<file path="config.mk">
export PLATFORM = sky130hd
export DESIGN_NAME = bf_fetch_ctrl_flat
export DESIGN_NICKNAME = d
export VERILOG_FILES = /design/src/rtl/bf_pkg.sv /design/src/rtl/bf_fetch_ctrl_if.sv /design/src/rtl/bf_nest_counter.sv /design/src/rtl/bf_fetch_ctrl.sv /design/src/flat_wrapper.sv
export SDC_FILE = /design/constraint.sdc
export NUM_CORES = 1
export LEC_CHECK = 0
export CAP_MARGIN = 20
export CORE_MARGIN = 4
export CORE_UTILIZATION = 55
export DETAILED_ROUTE_END_ITERATION = 6
export PLACE_DENSITY_LB_ADDON = 0.08
export SETUP_SLACK_MARGIN = 0.2
export SLEW_MARGIN = 15
export SYNTH_ARGS = -nofsm -noshare
export SYNTH_HDL_FRONTEND = slang
export SYNTH_HIERARCHICAL = 1
export SYNTH_SLANG_ARGS = --single-unit
</file>
<file path="constraint.sdc">
create_clock -name clk -period 3.85 [get_ports clk]
set_clock_uncertainty 0.2 [all_clocks]
set_input_delay 0.9625 -clock clk [delete_from_list [all_inputs] [get_ports clk]]
set_output_delay 0.9625 -clock clk [all_outputs]
set_load 0.05 [all_outputs]
</file>
<file path="src/rtl/bf_pkg.sv">
// Shared definitions for the brainfuck core: opcode bytes, fetch-controller
// states and bracket-scan helpers.
package bf_pkg;

    localparam int OPCODE_W = 8;

    localparam logic [OPCODE_W-1:0] OP_INC   = 8'h2B;
    localparam logic [OPCODE_W-1:0] OP_DEC   = 8'h2D;
    localparam logic [OPCODE_W-1:0] OP_LEFT  = 8'h3C;
    localparam logic [OPCODE_W-1:0] OP_RIGHT = 8'h3E;
    localparam logic [OPCODE_W-1:0] OP_OUT   = 8'h2E;
    localparam logic [OPCODE_W-1:0] OP_IN    = 8'h2C;
    localparam logic [OPCODE_W-1:0] OP_LOOP  = 8'h5B;
    localparam logic [OPCODE_W-1:0] OP_END   = 8'h5D;
    localparam logic [OPCODE_W-1:0] OP_NULL  = 8'h00;

    typedef enum logic [2:0] {
        ST_FETCH,
        ST_LOAD,
        ST_PRESENT,
        ST_SCAN_ADDR,
        ST_SCAN_CHK,
        ST_HALT,
        ST_ERROR
    } fetch_state_t;

    typedef enum logic {
        DIR_FWD  = 1'b0,
        DIR_BACK = 1'b1
    } scan_dir_t;

    // "Opening" means the bracket that nests deeper in the scan direction.
    function automatic logic is_open(input logic [OPCODE_W-1:0] op, input scan_dir_t dir);
        return (dir == DIR_FWD) ? (op == OP_LOOP) : (op == OP_END);
    endfunction

    function automatic logic is_close(input logic [OPCODE_W-1:0] op, input scan_dir_t dir);
        return (dir == DIR_FWD) ? (op == OP_END) : (op == OP_LOOP);
    endfunction

endpackage

</file>
<file path="src/rtl/bf_fetch_ctrl_if.sv">
// ROM read port and execute-unit handshake of the fetch controller.
interface bf_fetch_ctrl_if
    import bf_pkg::*;
#(
    parameter int ADDR_WIDTH = 4
);
    logic [ADDR_WIDTH-1:0] rom_addr;
    logic [OPCODE_W-1:0]   rom_data;
    logic [OPCODE_W-1:0]   instr;
    logic                  instr_valid;
    logic                  instr_ready;
    logic                  jump_fwd;
    logic                  jump_back;

    modport master (
        output rom_addr,
        input  rom_data,
        output instr,
        output instr_valid,
        input  instr_ready,
        input  jump_fwd,
        input  jump_back
    );

    modport slave (
        input  rom_addr,
        output rom_data,
        input  instr,
        input  instr_valid,
        output instr_ready,
        output jump_fwd,
        output jump_back
    );
endinterface

</file>
<file path="src/rtl/bf_nest_counter.sv">
// Bracket nesting-depth counter: clear, load-to-1, increment and decrement,
// with zero and about-to-overflow flags.
module bf_nest_counter #(
    parameter int DEPTH_WIDTH = 4
) (
    input  logic                   clk,
    input  logic                   reset_n,
    input  logic                   clr,
    input  logic                   load1,
    input  logic                   inc,
    input  logic                   dec,
    output logic [DEPTH_WIDTH-1:0] depth,
    output logic                   zero,
    output logic                   ovf
);

    always_ff @(posedge clk or negedge reset_n) begin
        if (!reset_n) begin
            depth <= '0;
        end else if (clr) begin
            depth <= '0;
        end else if (load1) begin
            depth <= DEPTH_WIDTH'(1);
        end else if (inc) begin
            depth <= depth + DEPTH_WIDTH'(1);
        end else if (dec) begin
            depth <= depth - DEPTH_WIDTH'(1);
        end
    end

    assign zero = (depth == '0);
    // Flags that one more increment would wrap.
    assign ovf  = (depth == '1);

endmodule

</file>
<file path="src/rtl/bf_fetch_ctrl.sv">
// Instruction fetch and bracket-scan controller: walks the program ROM,
// presents opcodes over valid/ready and resolves [ ] jumps by scanning.
module bf_fetch_ctrl
    import bf_pkg::*;
#(
    parameter int ADDR_WIDTH  = 4,
    parameter int DEPTH_WIDTH = 4
) (
    input  logic                clk,
    input  logic                reset_n,
    input  logic                restart,
    bf_fetch_ctrl_if.master     bus,
    output logic                halted,
    output logic                error
);

    localparam logic [ADDR_WIDTH-1:0] PC_MAX = '1;

    fetch_state_t          state, state_d;
    scan_dir_t             dir, dir_d;
    logic [ADDR_WIDTH-1:0] pc, pc_d;
    logic [OPCODE_W-1:0]   instr_q, instr_d;

    logic                   cnt_clr, cnt_load1, cnt_inc, cnt_dec;
    logic [DEPTH_WIDTH-1:0] depth;
    logic                   depth_zero, depth_ovf, depth_last;
    logic                   at_edge;
    logic [ADDR_WIDTH-1:0]  pc_step;

    bf_nest_counter #(
        .DEPTH_WIDTH(DEPTH_WIDTH)
    ) u_nest (
        .clk    (clk),
        .reset_n(reset_n),
        .clr    (cnt_clr),
        .load1  (cnt_load1),
        .inc    (cnt_inc),
        .dec    (cnt_dec),
        .depth  (depth),
        .zero   (depth_zero),
        .ovf    (depth_ovf)
    );

    assign depth_last = (depth == DEPTH_WIDTH'(1));
    assign at_edge    = (dir == DIR_FWD) ? (pc == PC_MAX) : (pc == '0);
    assign pc_step    = (dir == DIR_FWD) ? (pc + ADDR_WIDTH'(1)) : (pc - ADDR_WIDTH'(1));

    always_ff @(posedge clk or negedge reset_n) begin
        if (!reset_n) begin
            state   <= ST_FETCH;
            dir     <= DIR_FWD;
            pc      <= '0;
            instr_q <= '0;
        end else begin
            state   <= state_d;
            dir     <= dir_d;
            pc      <= pc_d;
            instr_q <= instr_d;
        end
    end

    always_comb begin
        state_d   = state;
        dir_d     = dir;
        pc_d      = pc;
        instr_d   = instr_q;
        cnt_clr   = 1'b0;
        cnt_load1 = 1'b0;
        cnt_inc   = 1'b0;
        cnt_dec   = 1'b0;

        if (restart) begin
            state_d = ST_FETCH;
            pc_d    = '0;
            cnt_clr = 1'b1;
        end else begin
            unique case (state)
                ST_FETCH: state_d = ST_LOAD;

                ST_LOAD: begin
                    instr_d = bus.rom_data;
                    state_d = (bus.rom_data == OP_NULL) ? ST_HALT : ST_PRESENT;
                end

                ST_PRESENT: begin
                    if (bus.instr_ready) begin
                        if (instr_q == OP_LOOP && bus.jump_fwd) begin
                            cnt_load1 = 1'b1;
                            dir_d     = DIR_FWD;
                            if (pc == PC_MAX) begin
                                state_d = ST_ERROR;
                            end else begin
                                pc_d    = pc + ADDR_WIDTH'(1);
                                state_d = ST_SCAN_ADDR;
                            end
                        end else if (instr_q == OP_END && bus.jump_back) begin
                            cnt_load1 = 1'b1;
                            dir_d     = DIR_BACK;
                            if (pc == '0) begin
                                state_d = ST_ERROR;
                            end else begin
                                pc_d    = pc - ADDR_WIDTH'(1);
                                state_d = ST_SCAN_ADDR;
                            end
                        end else if (pc == PC_MAX) begin
                            state_d = ST_HALT;
                        end else begin
                            pc_d    = pc + ADDR_WIDTH'(1);
                            state_d = ST_FETCH;
                        end
                    end
                end

                ST_SCAN_ADDR: state_d = ST_SCAN_CHK;

                ST_SCAN_CHK: begin
                    if (depth_zero) begin
                        state_d = ST_ERROR;
                    end else if (dir == DIR_FWD && bus.rom_data == OP_NULL) begin
                        state_d = ST_ERROR;
                    end else if (is_open(bus.rom_data, dir)) begin
                        if (depth_ovf || at_edge) begin
                            state_d = ST_ERROR;
                        end else begin
                            cnt_inc = 1'b1;
                            pc_d    = pc_step;
                            state_d = ST_SCAN_ADDR;
                        end
                    end else if (is_close(bus.rom_data, dir)) begin
                        cnt_dec = 1'b1;
                        if (depth_last) begin
                            // A match on the last ROM byte leaves nothing to run.
                            if (dir == DIR_FWD && pc == PC_MAX) begin
                                state_d = ST_HALT;
                            end else begin
                                pc_d    = pc + ADDR_WIDTH'(1);
                                state_d = ST_FETCH;
                            end
                        end else if (at_edge) begin
                            state_d = ST_ERROR;
                        end else begin
                            pc_d    = pc_step;
                            state_d = ST_SCAN_ADDR;
                        end
                    end else if (at_edge) begin
                        state_d = ST_ERROR;
                    end else begin
                        pc_d    = pc_step;
                        state_d = ST_SCAN_ADDR;
                    end
                end

                ST_HALT:  state_d = ST_HALT;
                ST_ERROR: state_d = ST_ERROR;
                default:  state_d = ST_ERROR;
            endcase
        end
    end

    assign bus.rom_addr    = pc;
    assign bus.instr       = instr_q;
    assign bus.instr_valid = (state == ST_PRESENT);
    assign halted          = (state == ST_HALT);
    assign error           = (state == ST_ERROR);

endmodule

</file>
<file path="src/flat_wrapper.sv">
// flat-port wrapper written by rule: the top's interface ports become plain ports
module bf_fetch_ctrl_flat import bf_pkg::*;
#(
    parameter int ADDR_WIDTH  = 4,
    parameter int DEPTH_WIDTH = 4
)
  (clk, reset_n, restart, halted, error, bus_rom_addr, bus_rom_data, bus_instr, bus_instr_valid, bus_instr_ready, bus_jump_fwd, bus_jump_back);
  bf_fetch_ctrl_if #(.ADDR_WIDTH(ADDR_WIDTH)) bus_i ();
  input  logic clk;
  input  logic reset_n;
  input  logic restart;
  output logic halted;
  output logic error;
  output wire logic [$bits(bus_i.rom_addr)-1:0] bus_rom_addr;
  input wire logic [$bits(bus_i.rom_data)-1:0] bus_rom_data;
  output wire logic [$bits(bus_i.instr)-1:0] bus_instr;
  output wire logic [$bits(bus_i.instr_valid)-1:0] bus_instr_valid;
  input wire logic [$bits(bus_i.instr_ready)-1:0] bus_instr_ready;
  input wire logic [$bits(bus_i.jump_fwd)-1:0] bus_jump_fwd;
  input wire logic [$bits(bus_i.jump_back)-1:0] bus_jump_back;
  assign bus_rom_addr = bus_i.rom_addr;
  assign bus_i.rom_data = bus_rom_data;
  assign bus_instr = bus_i.instr;
  assign bus_instr_valid = bus_i.instr_valid;
  assign bus_i.instr_ready = bus_instr_ready;
  assign bus_i.jump_fwd = bus_jump_fwd;
  assign bus_i.jump_back = bus_jump_back;
  bf_fetch_ctrl #(.ADDR_WIDTH(ADDR_WIDTH), .DEPTH_WIDTH(DEPTH_WIDTH)) u_core (.clk(clk), .reset_n(reset_n), .restart(restart), .bus(bus_i), .halted(halted), .error(error));
endmodule
</file>
### After elaboration in Yosys (flattened, before gate mapping)

Cells that the tools add are included.

| word-level totals | value |
|---|---|
| register bits | 20 |
| input bits | 14 |
| output and inout port bits | 15 |
| word-level logic and storage cells | 105 |

| operators by class | value |
|---|---|
| add/sub/neg operators | 4 |
| equality and inequality tests | 19 |
| multiplexer cells | 60 |
| bitwise logic cells | 2 |
| reductions and logical operators | 15 |

Operator list:

| kind | number |
|---|---|
| 2-to-1 mux 4 bit | 19 |
| 2-to-1 mux 3 bit | 16 |
| == test 8 x 7 -> 1 bit (second input constant) | 4 |
| 2-to-1 mux 1 bit | 23 |
| case mux 3 bit (6 select lines) | 1 |
| == test 3 bit (second input constant) | 3 |
| adder 4 x 1 -> 4 bit (second input constant) | 2 |
| == test 4 bit (second input constant) | 2 |
| logical NOT 4 bit | 2 |
| logical NOT 8 bit | 1 |
| case mux 4 bit (2 select lines) | 1 |
| subtractor 4 x 1 -> 4 bit (second input constant) | 2 |
| AND reduction 7 bit | 1 |
| == test 3 x 2 -> 1 bit (second input constant) | 2 |
| inequality test 3 bit (second input constant) | 2 |
| inequality test 6 bit (second input constant) | 1 |
| inequality test 5 x 4 -> 1 bit (second input constant) | 1 |
| == test 4 x 1 -> 1 bit (second input constant) | 1 |
| logical AND 1 bit | 4 |
| inequality test 4 bit (second input constant) | 1 |
| AND reduction 4 bit | 1 |
| nonzero test 4 bit | 1 |
| == test 3 x 1 -> 1 bit (second input constant) | 1 |
| logical NOT 3 bit | 1 |
| other kinds (6) | 7 |

### Depth between registers and ports, before layout

Gate-level depths: netlist of run 1.

| logic depth | value |
|---|---|
| word-level depth | 12 |
| gate-level depth with buffers | 12 |

### By module

Netlist of run 1, hierarchy kept.

By module, submodules not included:

| module | times used | cells an instance | area each (um2) | seq. area each (um2) |
|---|---|---|---|---|
| bf_fetch_ctrl | 1 | 205 | 1745.4 | 400.4 |
| bf_nest_counter | 1 | 34 | 319.1 | 100.1 |

### Least setup slack after synthesis of run 1

OpenSTA, ideal clock, no wires.

| timing | value |
|---|---|
| path kind | input-to-reg |
| from | in bus_rom_data[2] |
| to | reg u_core.u_nest.depth[3] |
| arrival | 2.939 ns |
| slack | 0.580 ns |
| stages | 10 |
| buffers on the path | 1 |
| path through | clkbuf_1 nor3b_1 o211a_1 nand2_1 nor2_1 inv_1 ha_1 a21oi_1 o2bb2ai_1 o211ai_2 |

| between the ends | value |
|---|---|
| cells in the longest elaborated chain, start to end | 10 |
| elaborated cells on any way between the ends | 21 |
| those cells by class | eq/ne (2); mux (16); reduce/logical (3) |

Ends and longest elaborated chain:

| what | line | RTL |
|---|---|---|
| from (decl) | flat_wrapper.sv:15 | `input wire logic [$bits(bus_i.rom_data)-1:0] bus_rom_data;` |
| == test 8 x 7 -> 1 bit | bf_pkg.sv:34 | `return (dir == DIR_FWD) ? (op == OP_LOOP) : (op == OP_END);` |
| 2-to-1 mux 1 bit | bf_pkg.sv:34 |  |
| 2-to-1 mux 1 bit | bf_fetch_ctrl.sv:121 | `end else if (is_open(bus.rom_data, dir)) begin` |
| 2-to-1 mux 1 bit (*) | bf_fetch_ctrl.sv:119 | `end else if (dir == DIR_FWD && bus.rom_data == OP_NULL) begin` |
| 2-to-1 mux 1 bit (*) | bf_fetch_ctrl.sv:117 | `if (depth_zero) begin` |
| 2-to-1 mux 1 bit (*) | bf_fetch_ctrl.sv:77 | `unique case (state)` |
| 2-to-1 mux 1 bit (*) | bf_fetch_ctrl.sv:72 | `if (restart) begin` |
| via u_core.cnt_inc | bf_fetch_ctrl.sv:24 | `logic cnt_clr, cnt_load1, cnt_inc, cnt_dec;` |
| 2-to-1 mux 4 bit | bf_nest_counter.sv:24 | `end else if (inc) begin` |
| 2-to-1 mux 4 bit | bf_nest_counter.sv:22 | `end else if (load1) begin` |
| 2-to-1 mux 4 bit | bf_nest_counter.sv:20 | `end else if (clr) begin` |
| to (signal assigned) | bf_nest_counter.sv:25 | `depth <= depth + DEPTH_WIDTH'(1);` |
| to (signal assigned) | bf_nest_counter.sv:27 | `depth <= depth - DEPTH_WIDTH'(1);` |
| to (decl) | bf_nest_counter.sv:12 | `output logic [DEPTH_WIDTH-1:0] depth,` |

The timed path passes the listed nets; every way through them passes the cells marked *.
A chain may end at the register's enable or synchronous reset.

### Final worst setup path of run 1

Same ends and word-level chain as after synthesis.

==> flow_summary.json, run 1 <==
{
  "grt_max_degree": 21,
  "setup_tns_ns": 0,
  "min_path_cells": 1,
  "grt_pass1_wl_um": 9160,
  "die-area_um2": 4800,
  "reg2reg_from": "u_core/bus.rom_addr[1]",
  "rows": 21,
  "cp_cell_sequence": "clkdlybuf4s50_1, and3b_1, o211a_1, nand2_1, nor2_1, inv_1, ha_1, a21oi_1, o2bb2ai_1, o211ai_2",
  "total_power_mw": 1.16,
  "outcome": "complete, no violations",
  "place_area_um2": 2370,
  "dp_slack_ns": 0.00482,
  "grt_overflow": 0,
  "critPathKind": "in2reg",
  "max_stage_delay_ns": 0.62,
  "p_leak_nw": 0.970,
  "timing.final.ws_setup_ns": 0.330,
  "antenna_found_initial": 0,
  "synth_top_area_cell": "dfrtp_1",
  "syn2layout_area_growth_pct": 17.9,
  "r2r_cells": 10,
  "irDropWorstVdd_mv": 0.456,
  "slew_headroom": 0.365,
  "diodes": 0,
  "final_util": 0.702,
  "clock_sinks": 20,
  "cts_tree": "done",
  "finalHoldViolations": 0,
  "syn_avg_cell_area_um2": 8.64,
  "async_flop_share": 1.00,
  "num-fill-cells": 301,
  "synth.distinct_cells": 73,
  "netlist_instances": 239,
  "final_common_cell": "clkdlybuf4s50_1",
  "min_period_over_period": 0.914,
  "drcViolationCount": 0,
  "slew_viol_final": 0,
  "tritoncts.num_buffers": 3,
  "path_buf_inv": 2,
  "worst_pin_slew_ns": 0.949,
  "ios": 29,
  "r2r_setup_slack_ns": 0.69,
  "grt_setup_unrepaired": "false",
  "cap_violations": 0,
  "vias": 2062,
  "final_nets": 285,
  "via_per_inst": 6.63,
  "grt_pass1_vias": 1819,
  "holdWs_ns": 0.335,
  "ys.flop_type": "dfrtp_1",
  "setup_viol": 0,
  "dp.cells": 307,
  "fin_area_um2": 2430,
  "critPathTopFamily": "buffers and inverters",
  "synth_area_leaders": "dfrtp_1, mux2_2, nor2_1",
  "cts_max_level": 1,
  "min_to": "u_core/bus.instr[4]",
  "clk_path_buf_depth": 2,
  "ys_seq_area_frac": 0.242,
  "finalCriticalPeriod_ns": 3.52,
  "antenna_left": 0,
  "fp.dieH_um": 69.3,
  "postCtsSetupBuffers": 0,
  "fmax_mhz": 284,
  "final_cell_mix": "clkdlybuf4s50_1, nor2_1, dfrtp_1, nand2_1, o21ai_0",
  "endpoint_kind": "flip-flop",
  "syn-cell-area_um2": 2060,
  "start_util": 0.595,
  "holdCritStartpoint": "u_core/bus.instr[4]",
  "instances_no_fill": 311,
  "p_per_area_nw_per_um2": 476,
  "cts_root_buffer": "clkbuf_8",
  "yosysTopAreaCellShare": 0.242,
  "grt_util_all_layers": 0.231,
  "clkSlewWorstSetupHoldPaths_ns": 0.08,
  "routabilityCongestion": 0.971,
  "synth_warnings": 6,
  "worst-path-max-fanout": 10,
  "ys_seq_elements": 20,
  "synth_edf_count": 0,
  "dr.pass1.iters": 5,
  "critPathLaunchType": "input pin",
  "crit_required_ns": 3.80,
  "die-width_um": 69.3,
  "worstSkewPairLatency_ns": 0.27,
  "dp_hpwl_um": 4110,
  "design.core.area_um2": 3470,
  "crit_slowest_cell": "clkdlybuf4s50_1",
  "reg2reg_to": "u_core/u_nest/depth[3]",
  "hold_class": "reg2reg",
  "port_buffers": 28,
  "syn_nets": 258,
  "wirelength_um": 5540,
  "drt_iter0_drc": 265,
  "wl_per_cell_um": 17.8,
  "arrival_ns": 3.47,
  "layout-drive-gt1-share": 0.155
}
how the worst max path moves through the flow:
stage | from | endpoint | slack, ns | cells past startpoint
global route | bus_rom_data[2] | u_core/u_nest/depth[3] | 0.24 | 10
floorplan | bus_rom_data[2] | u_core/u_nest/depth[3] | 0.58 | 10
finish | bus_rom_data[2] | u_core/u_nest/depth[3] | 0.33 | 10
global placement | bus_rom_data[2] | u_core/u_nest/depth[3] | 0.16 | 10
detailed placement | bus_rom_data[2] | u_core/u_nest/depth[3] | 0.005 | 10
CTS | bus_rom_data[2] | u_core/u_nest/depth[3] | 0.28 | 10
synth_stat cells, types with 3 or more instances:
cell type,count
a21oi_1,8
nand3_1,9
a211oi_1,5
nor2b_1,4
a31oi_1,5
nand3b_1,3
inv_1,11
clkbuf_1,3
mux2_2,9
buf_6,3
nand2b_1,4
and3b_1,3
nor4_1,4
nand2_1,17
mux2i_1,6
nor3_1,8
nor4b_1,5
or3b_1,3
xnor2_1,6
buf_2,5
dfrtp_1,20
nor2_1,22
and4_1,3
ha_1,4
o21ai_0,13
sequential cells by signal, indices dropped and copies added, names as in the netlist:
name	flops
u_core/bus.rom_addr	4
u_core/bus.instr	8
u_core/u_nest/depth	4
u_core/state	3
u_core/dir	1
logic make-up after synthesis:
group	count (synthesis)	share of synthesized area
simple gates	102	0.291
flops	20	0.242
mux	17	0.0964
buf+inv	26	0.0648
compound gates	62	0.242
xor+xnor	7	0.0297
fa+ha+maj	5	0.0339
metal layers:
metal	vias up	wire length (um)	track usage
met5	-	0	0
li1	963	-	-
met3	12	333	0.0290
met1	999	2570	0.334
met2	88	2510	0.349
met4	0	123	0.0911
where the power goes:
| part | switching [mW] | internal, mW |
|---|---|---|
| Clock | 0.0795 | 0.0914 |
| Combinational | 0.383 | 0.251 |
| Sequential | 0.0844 | 0.269 |
cell type report:
type                       count  area (um2)  share of cell area
multi-input combinational    193        1440               0.590
sequential                    20         500               0.206
timing repair buffer          36         340               0.140
tap                           46        57.6              0.0237
clock buffer                   4        55.1              0.0226
inverter                      12        45.0              0.0185
repair_timing:
action                                  CTS  global route
gates resized for setup                   0             1
hold buffers                              0             0
endpoints found under the setup margin    0             2
Power figures use the tool's default switching activity.
==> run 2, diff against run 1 <==
CORE_MARGIN = 1   (was 4)
==> run 2 against run 1 <==
  * Combinational power hardly changed
  * First-iteration DRC count decreased by 0.38%
  * Die area fell by 17%
  * Cell count down 0.32%
  * Via count rose by 0.53%
  * Cell area up 0.51%
  * Fmax about the same
  * Worst hold slack gained 0.0079 ns
  * Total power up 4.2%
  * Count of clock-buffer cells in the layout shrank 1
  * Non-clock buffer count decreased by 1
  * Largest power group unchanged
==> flow_summary.json, run 2 (synthesis results as in run 1) <==
{
  "final_nets": 284,
  "die-width_um": 63.3,
  "vias": 2073,
  "clk_path_buf_depth": 2,
  "start_util": 0.595,
  "final_util": 0.705,
  "fmax_mhz": 284,
  "setup.worst_path.start": "bus_rom_data[2]",
  "largest_reg_flops": 8,
  "p_leak_nw": 0.970,
  "met2_length_um": 2740,
  "layout-drive-gt1-share": 0.148,
  "routabilityCongestion": 0.966,
  "design.core.area_um2": 3470,
  "via_per_inst": 6.69,
  "grt_util_all_layers": 0.299,
  "grt_pass1_vias": 1916,
  "irDropWorstVdd_mv": 0.381,
  "cap_violations": 0,
  "dp_slack_ns": 0.108,
  "dr_wl_met3_um": 392,
  "syn2layout_area_growth_pct": 18.5,
  "tritoncts.num_buffers": 3,
  "cts_root_buffer": "clkbuf_8",
  "antenna_found_initial": 0,
  "finalCriticalPeriod_ns": 3.52,
  "grt_setup_unrepaired": "false",
  "worst-path-max-fanout": 10,
  "antenna_left": 0,
  "grt_max_degree": 22,
  "worst_pin_slew_ns": 0.643,
  "crit_required_ns": 3.79,
  "wirelength_um": 5640,
  "postCtsSetupBuffers": 0,
  "setup_tns_ns": 0,
  "holdWs_ns": 0.343,
  "ios": 29,
  "max_stage_delay_ns": 0.55,
  "worstSkewPairLatency_ns": 0.27,
  "die-area_um2": 4000,
  "cts_tree": "done",
  "fp.dieH_um": 63.3,
  "outcome": "complete, no violations",
  "r2r_cells": 10,
  "setup_viol": 0,
  "cp_cell_sequence": "clkdlybuf4s50_1, nor3b_1, o211a_1, nand2_1, nor2_1, inv_1, ha_1, a21oi_1, o2bb2ai_1, o211ai_2",
  "slew_headroom": 0.568,
  "diodes": 0,
  "timing.final.ws_setup_ns": 0.330,
  "arrival_ns": 3.46,
  "finalHoldViolations": 0,
  "grt_overflow": 0,
  "critPathKind": "in2reg",
  "p_per_area_nw_per_um2": 493,
  "drt_iter0_drc": 264,
  "final_cell_mix": "clkdlybuf4s50_1, nor2_1, dfrtp_1, nand2_1, o21ai_0",
  "clock_sinks": 20,
  "met1_length_um": 2420,
  "port_buffers": 28,
  "grt_pass1_wl_um": 9460,
  "reg2reg_from": "u_core/bus.rom_addr[1]",
  "slew_viol_final": 0,
  "drcViolationCount": 0,
  "cts_max_level": 1,
  "critPathLaunchType": "input pin",
  "min_path_cells": 1,
  "holdCritStartpoint": "u_core/bus.instr[5]",
  "hold_class": "reg2reg",
  "rows": 21,
  "dp_hpwl_um": 4120,
  "crit_slowest_cell": "clkdlybuf4s50_1",
  "wl_per_cell_um": 18.2,
  "dr.pass1.iters": 6,
  "clkSlewWorstSetupHoldPaths_ns": 0.09,
  "top_layer_used": "met4",
  "min_period_over_period": 0.914,
  "final_common_cell": "clkdlybuf4s50_1",
  "endpoint_kind": "flip-flop"
}
[run 2: report_power, final]
part           switching, mW  internal (mW)
registers             0.0818          0.269
logic                  0.385          0.252
clock network         0.0798          0.139
total                  0.547          0.660
[run 2: final timing paths]
| check | end | slack [ns] |
|---|---|---|
| hold / removal | u_core/bus.instr[5] | 0.34 |
| max in group asynchronous | u_core/u_nest/depth[0] | 2.20 |
| setup / recovery | u_core/u_nest/depth[3] | 0.33 |
| min in group asynchronous | u_core/dir | 0.80 |
| setup reg to reg | u_core/u_nest/depth[3] | 0.78 |
| hold reg to reg | u_core/bus.instr[5] | 0.34 |
[run 2: final cells by class]
cell class / instances / area (um2)
fillers: 305 / 1020
multi-input cells: 193 / 1430
clock inverters: 1 / 30.0
repair buffers: 35 / 340
clock buffers: 3 / 41.3
inverters: 12 / 45.0
well taps: 46 / 57.6
flip-flops and latches: 20 / 500
[run 2: critical path, delay by kind of cell]
family | cells | cell delay, ns
AO/OA/AOI/OAI | 4 | 0.76
adder cells (fa/ha/maj) | 1 | 0.33
buffers and inverters | 2 | 0.66
AND/OR/NAND/NOR | 3 | 0.74
[run 2: stage by stage]
stage / std cells / power (mW) / instance area (um2)
finish: 310 / 1.21 / 2450
CTS: 309 / 1.20 / 2430
floorplan: 239 / 0.800 / 2060
detailed placement: 305 / 0.984 / 2360
global route: 310 / 1.27 / 2450
global placement: 305 / 0.977 / 2360
[run 2: repair_timing]
| item | 4_1_cts | 5_1_grt |
|---|---|---|
| hold buffers | 0 | 0 |
| gates resized for setup | 0 | 1 |
| endpoints found under the setup margin | 0 | 1 |
[run 2: layer usage]
layer	global-route usage	vias to the layer above
met3	0.0435	11
met1	0.414	1013
met2	0.484	96
met4	0.0795	0
li1	-	953
met5	0	-
